==> src/rtl/nn_pkg.sv <==
// Shared types, widths and the saturating rescale used by the neuron layer.
package nn_pkg;

  localparam int unsigned IW   = 16;
  localparam int unsigned OW   = 32;
  localparam int unsigned FRAC = 8;

  typedef logic signed [IW-1:0] data_t;
  typedef logic signed [OW+1:0] acc_t;

  typedef enum logic [1:0] {
    IDLE = 2'd0,
    MAC  = 2'd1,
    EMIT = 2'd2
  } state_e;

  localparam acc_t SAT_MAX = acc_t'((64'sd1 <<< (IW - 1)) - 64'sd1);
  localparam acc_t SAT_MIN = acc_t'(-(64'sd1 <<< (IW - 1)));

  // Arithmetic (floor) shift by the weight fraction, then clamp to the data range.
  function automatic data_t sat_shift(acc_t acc, int unsigned frac);
    acc_t sh;
    sh = acc >>> frac;
    if (sh > SAT_MAX) begin
      sat_shift = data_t'(SAT_MAX);
    end else if (sh < SAT_MIN) begin
      sat_shift = data_t'(SAT_MIN);
    end else begin
      sat_shift = data_t'(sh);
    end
  endfunction

endpackage

==> src/rtl/nn_mac.sv <==
// Shared signed multiply-accumulate: one full-precision product per enabled cycle.
module nn_mac
  import nn_pkg::*;
(
  input  logic  clk,
  input  logic  rst_n,
  input  logic  clr_i,
  input  logic  en_i,
  input  data_t a_i,
  input  data_t b_i,
  output acc_t  sum_c
);

  logic signed [OW-1:0] prod;
  acc_t                 acc_q;

  // Product is formed at full width so no operand bits are lost.
  assign prod  = OW'(a_i) * OW'(b_i);
  assign sum_c = acc_q + acc_t'(prod);

  // Accumulator register; clear wins over enable.
  always_ff @(posedge clk or negedge rst_n) begin
    if (!rst_n) begin
      acc_q <= '0;
    end else if (clr_i) begin
      acc_q <= '0;
    end else if (en_i) begin
      acc_q <= sum_c;
    end
  end

endmodule

==> src/rtl/neuron_layer_seq.sv <==
// Time-multiplexed 4-input neuron layer: one shared MAC walks NN neurons in order.
module neuron_layer_seq
  import nn_pkg::*;
#(
  parameter  int unsigned NN   = 4,
  localparam int unsigned IDXW = (NN > 1) ? $clog2(NN) : 1,
  localparam int unsigned AW   = $clog2(NN * 4)
) (
  input  logic              clk,
  input  logic              rst_n,
  input  logic              in_valid,
  output logic              in_ready,
  input  logic [4*IW-1:0]   in_data,
  output logic              out_valid,
  input  logic              out_ready,
  output logic [IW-1:0]     out_data,
  output logic [IDXW-1:0]   out_idx,
  output logic              out_last,
  input  logic              cfg_we,
  input  logic [AW-1:0]     cfg_addr,
  input  logic [IW-1:0]     cfg_wdata,
  output logic              cfg_ready
);

  state_e          state_q, state_d;
  logic [IDXW-1:0] n_q, n_d;
  logic [1:0]      k_q, k_d;
  logic            out_valid_q, out_valid_d;
  data_t           out_data_q, out_data_d;
  logic [IDXW-1:0] out_idx_q, out_idx_d;
  logic            out_last_q, out_last_d;
  logic            x_load, mac_clr, mac_en;
  logic            cfg_addr_ok, cfg_wr;
  data_t           x_q [4];
  data_t           w_q [NN*4];
  data_t           x_sel, w_sel;
  acc_t            acc_sum;

  assign in_ready  = (state_q == IDLE);
  assign cfg_ready = (state_q == IDLE);
  assign out_valid = out_valid_q;
  assign out_data  = out_data_q;
  assign out_idx   = out_idx_q;
  assign out_last  = out_last_q;

  // Only addresses inside the weight file are writable.
  if (NN * 4 == (1 << AW)) begin : g_addr_full
    assign cfg_addr_ok = 1'b1;
  end else begin : g_addr_part
    assign cfg_addr_ok = (cfg_addr < AW'(NN * 4));
  end
  assign cfg_wr = cfg_we && cfg_ready && cfg_addr_ok;

  // Operand mux: {n,k} is exactly n*4+k because k is two bits wide.
  assign x_sel = x_q[k_q];
  assign w_sel = w_q[{n_q, k_q}];

  nn_mac u_mac (
    .clk   (clk),
    .rst_n (rst_n),
    .clr_i (mac_clr),
    .en_i  (mac_en),
    .a_i   (x_sel),
    .b_i   (w_sel),
    .sum_c (acc_sum)
  );

  // Sequencer registers.
  always_ff @(posedge clk or negedge rst_n) begin
    if (!rst_n) begin
      state_q     <= IDLE;
      n_q         <= '0;
      k_q         <= '0;
      out_valid_q <= 1'b0;
      out_data_q  <= '0;
      out_idx_q   <= '0;
      out_last_q  <= 1'b0;
    end else begin
      state_q     <= state_d;
      n_q         <= n_d;
      k_q         <= k_d;
      out_valid_q <= out_valid_d;
      out_data_q  <= out_data_d;
      out_idx_q   <= out_idx_d;
      out_last_q  <= out_last_d;
    end
  end

  // Input vector capture.
  always_ff @(posedge clk or negedge rst_n) begin
    if (!rst_n) begin
      x_q <= '{default: '0};
    end else if (x_load) begin
      x_q[0] <= data_t'(in_data[0*IW +: IW]);
      x_q[1] <= data_t'(in_data[1*IW +: IW]);
      x_q[2] <= data_t'(in_data[2*IW +: IW]);
      x_q[3] <= data_t'(in_data[3*IW +: IW]);
    end
  end

  // Weight file; writes land only while idle.
  always_ff @(posedge clk or negedge rst_n) begin
    if (!rst_n) begin
      w_q <= '{default: '0};
    end else if (cfg_wr) begin
      w_q[cfg_addr] <= data_t'(cfg_wdata);
    end
  end

  // Next-state and datapath control.
  always_comb begin
    state_d     = state_q;
    n_d         = n_q;
    k_d         = k_q;
    out_valid_d = out_valid_q;
    out_data_d  = out_data_q;
    out_idx_d   = out_idx_q;
    out_last_d  = out_last_q;
    x_load      = 1'b0;
    mac_clr     = 1'b0;
    mac_en      = 1'b0;
    unique case (state_q)
      IDLE: begin
        if (in_valid) begin
          x_load  = 1'b1;
          mac_clr = 1'b1;
          n_d     = '0;
          k_d     = '0;
          state_d = MAC;
        end
      end
      MAC: begin
        mac_en = 1'b1;
        k_d    = k_q + 2'd1;
        if (k_q == 2'd3) begin
          out_data_d  = sat_shift(acc_sum, FRAC);
          out_idx_d   = n_q;
          out_last_d  = (n_q == IDXW'(NN - 1));
          out_valid_d = 1'b1;
          state_d     = EMIT;
        end
      end
      EMIT: begin
        if (out_ready) begin
          out_valid_d = 1'b0;
          if (out_last_q) begin
            state_d = IDLE;
          end else begin
            n_d     = n_q + IDXW'(1);
            k_d     = '0;
            mac_clr = 1'b1;
            state_d = MAC;
          end
        end
      end
      default: state_d = IDLE;
    endcase
  end

endmodule

==> config.mk <==
export PLATFORM = sky130hd
export DESIGN_NAME = neuron_layer_seq
export DESIGN_NICKNAME = d
export VERILOG_FILES = /design/src/rtl/nn_pkg.sv /design/src/rtl/nn_mac.sv /design/src/rtl/neuron_layer_seq.sv
export SDC_FILE = /design/constraint.sdc
export NUM_CORES = 1
export LEC_CHECK = 0
export CORE_UTILIZATION = 55
export CTS_CLUSTER_SIZE = 10
export DETAILED_ROUTE_END_ITERATION = 12
export GPL_TIMING_DRIVEN = 0
export PLACE_DENSITY = 0.73
export SYNTH_ARGS = -nofsm -noshare
export SYNTH_HDL_FRONTEND = slang
export SYNTH_SLANG_ARGS = --single-unit
==> constraint.sdc <==
create_clock -name clk -period 9.8 [get_ports clk]
set_clock_uncertainty 0.05 [all_clocks]
set_input_delay 1.96 -clock clk [delete_from_list [all_inputs] [get_ports clk]]
set_output_delay 1.96 -clock clk [all_outputs]
set_load 0.05 [all_outputs]
# After elaboration in Yosys (flattened, before gate mapping)
# Cells that the tools add are included.
[totals] register_bits=380 latch_bits=0 ram_bits=0 mem_bits_ro=0 out_inout_bits=22 memories=0
[op_classes] n_addsub=3 multipliers=1 div=0 order_cmp=6 eq_ne=8 shifts=0 n_mux=34 bitwise_logic=3 n_reduce_logical=12
[op_table] operator="$bwmux 256" n=1
[op_table] operator="$mux 16" n=7
[op_table] operator="$mux 34" n=2
[op_table] operator="$bmux 16 s4" n=1
[op_table] operator="$demux 16 s4" n=1
[op_table] operator="$add 34x32->34" n=1
[op_table] operator="$bmux 16 s2" n=1
[op_table] operator="$mul 16x16->32" n=1
[op_table] operator="$gt 26x16->1 const B" n=1
[op_table] operator="$lt 26x16->1 const B" n=1
[op_table] operator="$mux 2" n=8
[op_table] operator="$pmux 2 s3" n=2
[op_table] operator="$ge 5x5->1 const B" n=2
[op_table] operator="$not 4->5" n=2
[op_table] operator="$mux 1" n=8
[op_table] operator="$ne 2x2->1 const B" n=4
[op_table] operator="$reduce_and 4->1" n=2
[op_table] operator="$eq 2x2->1 const B" n=3
[op_table] operator="$reduce_and 3->1" n=2
[op_table] operator="$reduce_bool 2->1" n=3
[op_table] operator="$lt 5x1->1 const B" n=1
[op_table] operator="$add 2x1->2 const B" n=2
[op_table] operator="$pmux 1 s2" n=2
[op_table] operator="$pmux 2 s2" n=1
[op_table] operator="other kinds (7)" n=8

# Logic depth before layout (Yosys ltp)
# Gate-level depths: netlist of run 1.
[depth] word_depth=9 ltp_mapped=33 ltp_nobuf=29

# Hierarchy
# A second synthesis of run 1 with hierarchy kept.
[unflattened] cells_unflattened=2377 hier_area_um2=28526.1
[by_module_without_submodules] mod="neuron_layer_seq" instances=1 cells_per_inst=991 area_per_inst_um2=15582.4 seq_area_each_um2=8658.3
[by_module_without_submodules] mod="nn_mac" instances=1 cells_per_inst=1386 area_per_inst_um2=12943.7 seq_area_each_um2=850.8

# Worst setup path before layout of run 1
# OpenSTA, ideal clock, no wires.
[synth_timing] kind="flip-flop to flip-flop" startpoint="reg k_q[0]" endpoint="reg out_data_q[14] (netlist: out_data[14])" setup_time_ns=0.146 t_arrival_ns=8.225 required_time_ns=9.604 slack_ns=1.379 path_stages_with_launch=30 n_path_buf=5 period_less_slack_ns=8.421 cell_sequence="dfrtp_1 buf_2 buf_2 buf_2 mux4_2 mux2_2 o21ai_1 clkbuf_1 nor2_1 fa_1 inv_1 fa_1 fa_1 inv_1 fa_1 fa_1 inv_1 fa_1 inv_1 ha_1 a21o_2 a221o_2 a211oi_2 o21ai_0 xnor2_1 nor4b_2 nand4b_1 o31ai_4 buf_6 o22ai_1"
[synth_via] elab_chain_cells=9 elab_cells_between_ends=16
[synth_rtl] element="start: declaration" line="neuron_layer_seq.sv:27" rtl="logic [1:0] k_q, k_d;"
[synth_rtl] element="start signal: assignment" line="neuron_layer_seq.sv:81" rtl="k_q <= k_d;"
[synth_rtl] element="$not 4->5 (not written as such) / $not 2->3 (equally long branches)" line="neuron_layer_seq.sv:56, neuron_layer_seq.sv:55"
[synth_rtl] element="$bmux 16 s4 / $bmux 16 s2 (equally long branches)" line="neuron_layer_seq.sv:56, neuron_layer_seq.sv:55"
[synth_rtl] element="$mux 16, on equally long branches (2 in a row)" line="neuron_layer_seq.sv:56, neuron_layer_seq.sv:55"
[synth_rtl] element="$mul 16x16->32" line="nn_mac.sv:18" rtl="assign prod = OW'(a_i) * OW'(b_i);"
[synth_rtl] element="$add 34x32->34" line="nn_mac.sv:19" rtl="assign sum_c = acc_q + acc_t'(prod);"
[synth_rtl] element="$lt 26x16->1" line="nn_pkg.sv:26" rtl="end else if (sh < SAT_MIN) begin"
[synth_rtl] element="$mux 16" line="nn_pkg.sv:26"
[synth_rtl] element="$mux 16" line="nn_pkg.sv:24" rtl="if (sh > SAT_MAX) begin"
[synth_rtl] element="end signal: assignment" line="neuron_layer_seq.sv:83" rtl="out_data_q <= out_data_d;"
[synth_rtl] element="end: declaration" line="neuron_layer_seq.sv:29" rtl="data_t out_data_q, out_data_d;"
# Several ways; a longest one is shown, not always the timed one. The select of a mux whose other input is x is not followed.
# A chain may end at the register's enable or synchronous reset.

# Worst setup path in the final report of run 1
[layout_timing] startpoint="reg k_q[1]" endpoint="reg out_data_q[11] (netlist: out_data[11])"
# Same word-level chain as after synthesis.

==> results of run 1 <==
worst paths after layout:
check / from / endpoint / cells past startpoint
setup / recovery: k_q[1] / out_data[11] / 28
hold / removal: u_mac.acc_q[30] / u_mac.acc_q[30] / 2
setup reg to reg: k_q[1] / out_data[11] / 28
hold reg to reg: u_mac.acc_q[30] / u_mac.acc_q[30] / 2
max in group asynchronous: rst_n / u_mac.acc_q[7] / 3
min in group asynchronous: rst_n / x_q[28] / 1
cell usage after synthesis, types with 18 or more instances:
cell        n
a21oi_1    33
a22o_1     24
clkbuf_1   84
dfrtp_1   380
fa_1      305
ha_1      104
inv_1     366
mux2_2    350
mux2i_1    26
mux4_2     71
nand2_1   161
nor2_1    190
o21a_1     18
o21ai_0    52
o21ai_1    21
xnor2_1    25
per-layer routing:
metal | vias up | part of all wire [%]
met5 | - | 0.017
met4 | 2 | 3.8
met3 | 162 | 6.1
met2 | 627 | 50
met1 | 9950 | 40
li1 | 8212 | -
sequential cells by signal, summed over array words and instances, names as in the netlist:
register / flops
k_q: 2
n_q: 2
out_data: 16
out_idx: 2
out_last: 1
out_valid: 1
state_q: 2
u_mac.acc_q: 34
w_q: 256
x_q: 64
cell type report:
type | instances | area (um^2) | share of cell area [%]
Buffer | 106 | 499.2 | 1.577
Clock buffer | 53 | 1187 | 3.751
Clock inverter | 6 | 111.4 | 0.3518
Inverter | 366 | 1374 | 4.340
Multi-Input combinational cell | 1547 | 16960 | 53.59
Sequential cell | 380 | 9509 | 30.04
Tap cell | 672 | 840.8 | 2.656
Timing Repair Buffer | 111 | 1169 | 3.692
cells by family (layout without fill, tap and decap cells):
logic type                 after synthesis  after routing
AOI/OAI and AO/OA                      221            221
buffers and inverters                  472            642
muxes                                  447            447
adders and majority gates              409            409
DFF                                    380            380
xor gates and xnor gates                35             35
and+or+nand+nor                        435            435
worst max-delay path, delay by kind of cell, from the launching register on:
family	cells	cell delay [ps]
AOI/OAI and AO/OA	7	2310
and+or+nand+nor	3	500
DFF	1	400
adders and majority gates	7	3440
xor gates and xnor gates	1	280
buffers and inverters	10	2200
stage by stage:
step / std cells / cell area, um^2 / setup TNS, ps / setup WS, ps / hold WS, ps
2_1_floorplan: 2399 / 28140 / 0 / 1379 / 406.3
3_3_place_gp: 3179 / 30060 / -3566850 / -9445 / 431.5
5_1_grt: 3241 / 31650 / -101.4 / -25.97 / 462.3
6_report: 3241 / 31650 / 0 / 469.7 / 434.8
4_1_cts: 3241 / 31550 / 0 / 4.075 / 444.0
3_5_place_dp: 3182 / 30150 / -9381 / -692.6 / 431.9
what timing repair did:
action,in CTS,in global routing
pin swaps,0,1
gates resized for setup,30,48
endpoints found under the hold margin,0,0
endpoints found under the setup margin,15,15
hold buffers,0,0
==> flow_metrics.env, run 1 <==
export IMPL_status="finished, final reports clean"
export IMPL_synth_area_per_cell_um2=11.73
export IMPL_relSlewSlack_pct=11.96
export IMPL_synth_edf_count=0
export IMPL_mostFrequentLayoutCells="dfrtp_1 (380), inv_1 (366), mux2_2 (350)"
export IMPL_clk_latency_ps=620
export IMPL_grt_util_met1_pct=39.21
export IMPL_num_rows=82
export IMPL_use_met3_pct=4.300
export IMPL_cts_buffers=46
export IMPL_tightest_slew_ps=1307
export IMPL_clk_pin_slew_ps=50
export IMPL_yosysTopAreaCellShare_pct=33.79
export IMPL_cts_max_level=2
export IMPL_grt_max_degree=131
export IMPL_yosysSeqAreaShare_pct=33.79
export IMPL_pin_count=111
export IMPL_r2r_slack_ps=470
export IMPL_synthCells=2399
export IMPL_drive_above_1_share_pct=21.56
export IMPL_wire_per_inst_um=23.01
export IMPL_initial_core_util_pct=55.97
export IMPL_synth_top_family_by_area="adder cells"
export IMPL_use_met2_pct=51.25
export IMPL_max_cap_viol_count=0
export IMPL_synth_xor_area_share_pct=1.089
export IMPL_syn2layout_area_growth_pct=12.49
export IMPL_synth_area_leaders="dfrtp_1 (34%), fa_1 (22%), mux2_2 (14%)"
export IMPL_critPathKind="flip-flop to flip-flop"
export IMPL_via_per_inst=5.848
export IMPL_cp_required_ps=10210
export IMPL_yosys_area_share_adder_pct=26.32
export IMPL_timing_critical_path_mode_cell="fa_1"
export IMPL_fmax_mhz=107.2
export IMPL_path_max_fanout=10
export IMPL_worstHoldPathType="flip-flop to flip-flop"
export IMPL_die_width_um=228.2
export IMPL_core_um2=50270
export IMPL_grt_busiest_layer="met2"
export IMPL_grt_usage_pct=30.10
export IMPL_period_minus_slack_ps=9330
export IMPL_synth_seq_cells=380
export IMPL_synth_compound_area_share_pct=5.203
export IMPL_layout_commonest_cell="dfrtp_1"
export IMPL_num_fill_cells=3946
export IMPL_worstSetupStartpointType="flip-flop"
export IMPL_grt_pass1_wl_um=120200
export IMPL_grt_overflow=0
export IMPL_cts_tree="built"
export IMPL_grt_pass1_vias=21130
export IMPL_place_congestion=0.9602
export IMPL_synthMuxAreaShare_pct=20.61
export IMPL_async_flop_share_pct=100.0
export IMPL_yosysUniqueCellTypes=67
export IMPL_synth_warnings=0
export IMPL_synth_area_um2=28140
export IMPL_dp_hpwl_um=57340
export IMPL_drv_slew=0
export IMPL_clock_path_buffers=3
export IMPL_route_detailed_drc=0
export IMPL_post_route_period_util_pct=95.21
export IMPL_die_area_um2=52070
export IMPL_ys_flop_type="dfrtp_1"
export IMPL_critical_path_max_stage_delay_ps=550
export IMPL_cp_slowest_cell="clkdlybuf4s18_2"
export IMPL_fp_dieH_um=228.2
export IMPL_ant_nets=0
export IMPL_route_vias_total=18950
export IMPL_drt_iter0_markers=1310
export IMPL_drt_first_pass_iters=5
export IMPL_postLayoutCoreUtil_pct=62.96
export IMPL_synth_top_area_cell="dfrtp_1"
export IMPL_antenna_found_initial=1
export IMPL_post_synth_and_or_nand_nor_area_fraction_pct=6.537
export IMPL_setup_viol=0
export IMPL_drt_wl_total_um=74570
export IMPL_hold_viol_final=0
export IMPL_diodes=0
export IMPL_portBuffers=108
export IMPL_clockRootBuffer="clkbuf_16"
export IMPL_clock_sinks=380
export IMPL_fin_nets=3056
export IMPL_syn_num_nets=2897
export IMPL_critPathArrivalTime_ps=9750
export IMPL_post_cts_setup_buffer_count=0
export IMPL_end_kind="flip-flop"
Power of run 1 is not shown: default switching activity piles up to over one toggle a cycle in this logic, so the estimate is an artifact.
==> inputs of run 2 (changes only) <==
--- a/config.mk
+++ b/config.mk
@@ -6,6 +6,7 @@
 export NUM_CORES = 1
 export LEC_CHECK = 0
 export CORE_UTILIZATION = 55
+export CTS_CLUSTER_DIAMETER = 30
 export CTS_CLUSTER_SIZE = 10
 export DETAILED_ROUTE_END_ITERATION = 12
 export GPL_TIMING_DRIVEN = 0
==> run 2 against run 1 <==
Compared with the run above: fmax is 0.49% lower; register-to-register slack worse by 50 ps; sequential share of layout area is 1.6 points lower; first-iteration DRC count is 6.0% lower; wire length is 3.3% higher; critical path depth is 1 higher; highest routed layer unchanged.
==> flow_metrics.env, run 2 (same netlist as run 1, synthesis figures left out) <==
export IMPL_portBuffers=108
export IMPL_cts_buffers=87
export IMPL_critical_path_max_stage_delay_ps=580
export IMPL_pin_count=111
export IMPL_fin_nets=3098
export IMPL_worstSetupStartpointType="flip-flop"
export IMPL_pre_cts_slack_ps=-692.6
export IMPL_num_fill_cells=3729
export IMPL_top_register="w_q"
export IMPL_core_um2=50270
export IMPL_period_minus_slack_ps=9376
export IMPL_cp_slowest_cell="fa_1"
export IMPL_drt_iter0_markers=1231
export IMPL_clock_sinks=380
export IMPL_diodes=0
export IMPL_reg_largest_list="w_q x256, x_q x64, u_mac.acc_q x34"
export IMPL_end_kind="flip-flop"
export IMPL_wire_per_inst_um=23.01
export IMPL_drt_wl_total_um=77000
export IMPL_post_route_period_util_pct=95.68
export IMPL_grt_pass1_wl_um=123800
export IMPL_antenna_found_initial=1
export IMPL_rsz0062_at_grt="no"
export IMPL_ant_nets=0
export IMPL_hold_viol_final=0
export IMPL_setup_ws_ps=423.5
export IMPL_critPathKind="flip-flop to flip-flop"
export IMPL_status="finished, final reports clean"
export IMPL_critical_path_top_delay_family="adder cells"
export IMPL_critPathArrivalTime_ps=9800
export IMPL_mostFrequentLayoutCells="dfrtp_1 (380), inv_1 (366), mux2_2 (350)"
export IMPL_layout_commonest_cell="dfrtp_1"
export IMPL_seq_area_um2=9509
export IMPL_cts_max_level=3
export IMPL_cts_tree="built"
export IMPL_grt_max_degree=131
export IMPL_dp_hpwl_um=57340
export IMPL_hold_buffers=0
export IMPL_cp_required_ps=10220
export IMPL_drive_above_1_share_pct=24.34
export IMPL_clock_path_buffers=3
export IMPL_grt_overflow=0
export IMPL_tightest_slew_ps=1340
export IMPL_max_cap_viol_count=0
export IMPL_initial_core_util_pct=55.97
export IMPL_crit_buf_inv=9
export IMPL_route_detailed_drc=0
export IMPL_worstHoldPathType="flip-flop to flip-flop"
export IMPL_clk_latency_ps=640
export IMPL_route_vias_total=19460
export IMPL_fmax_mhz=106.7
export IMPL_grt_pass1_vias=21840
export IMPL_drt_first_pass_iters=5
export IMPL_die_width_um=228.2
export IMPL_timing_critical_path_mode_cell="fa_1"
export IMPL_clk_pin_slew_ps=40
export IMPL_syn2layout_area_growth_pct=18.85
export IMPL_path_max_fanout=10
export IMPL_num_rows=82
export IMPL_relSlewSlack_pct=9.959
export IMPL_fp_dieH_um=228.2
export IMPL_via_per_inst=5.815
export IMPL_clockRootBuffer="clkbuf_16"
export IMPL_drv_slew=0
export IMPL_r2r_slack_ps=420
export IMPL_multi_input_area_um2=16970
export IMPL_postLayoutCoreUtil_pct=66.52
export IMPL_setup_viol=0
export IMPL_place_congestion=0.9602
export IMPL_grt_usage_pct=31.17
export IMPL_largest_reg_flops=256
export IMPL_die_area_um2=52070
[run 2: cell count changes in the layout (fill, tap and decap cells not counted), sizes merged]
cell	change
buf	+1
bufinv	+11
clkbuf	+58
clkdlybuf4s15	+1
clkdlybuf4s18	-1
clkinv	+26
clkinvlp	+9
inv	+1
[run 2: cell type report]
| cell class | count | share of cell area [%] |
|---|---|---|
| plain buffers | 106 | 1.497 |
| clock buffers | 111 | 7.112 |
| clock inverters | 53 | 2.091 |
| inverters | 366 | 4.108 |
| multi-input cells | 1547 | 50.73 |
| flip-flops and latches | 380 | 28.43 |
| well taps | 672 | 2.514 |
| repair buffers | 112 | 3.517 |
[run 2: per-stage QoR]
| stage | std cells | TNS [ps] | cell area (um^2) | hold WS [ps] |
|---|---|---|---|---|
| after floorplan | 2399 | 0 | 28140 | 406.3 |
| after global placement | 3179 | -3566850 | 30060 | 431.5 |
| after detailed placement | 3182 | -9381 | 30150 | 431.9 |
| after CTS | 3346 | 0 | 33340 | 440.9 |
| after global routing | 3347 | 0 | 33440 | 458.6 |
| final | 3347 | 0 | 33440 | 431.5 |
[run 2: final timing paths]
check / startpoint / end / cells past startpoint
setup / recovery: k_q[0] / out_data[7] / 29
hold / removal: u_mac.acc_q[30] / u_mac.acc_q[30] / 2
setup reg to reg: k_q[0] / out_data[7] / 29
hold reg to reg: u_mac.acc_q[30] / u_mac.acc_q[30] / 2
max in group asynchronous: rst_n / u_mac.acc_q[5] / 3
min in group asynchronous: rst_n / x_q[12] / 1
[run 2: per-layer routing]
metal / up-vias / global-route usage (%) / share of wire (%)
li1: 8366 / - / -
met1: 10190 / 39.85 / 40
met2: 728 / 52.94 / 50
met3: 173 / 5.413 / 6.0
met4: 2 / 12.29 / 3.9
met5: - / 0 / 0.017
[run 2: what timing repair did]
item                                    in CTS  in global routing
pin swaps                                    0                  1
endpoints found under the setup margin      15                 15
setup buffers                                0                  1
gates resized for setup                     34                 42
hold endpoints to repair                     0                  0
[run 2: worst reg2reg max path: cells and delay by family, from the launching register on]
kind	cells	cell delay, ps
compound gates	7	2020
xor+xnor	1	280
mux	2	870
flops	1	350
buf+inv	9	1710
simple gates	3	420
fa+ha+maj	7	3540
Power of run 2 is left out for the same reason.
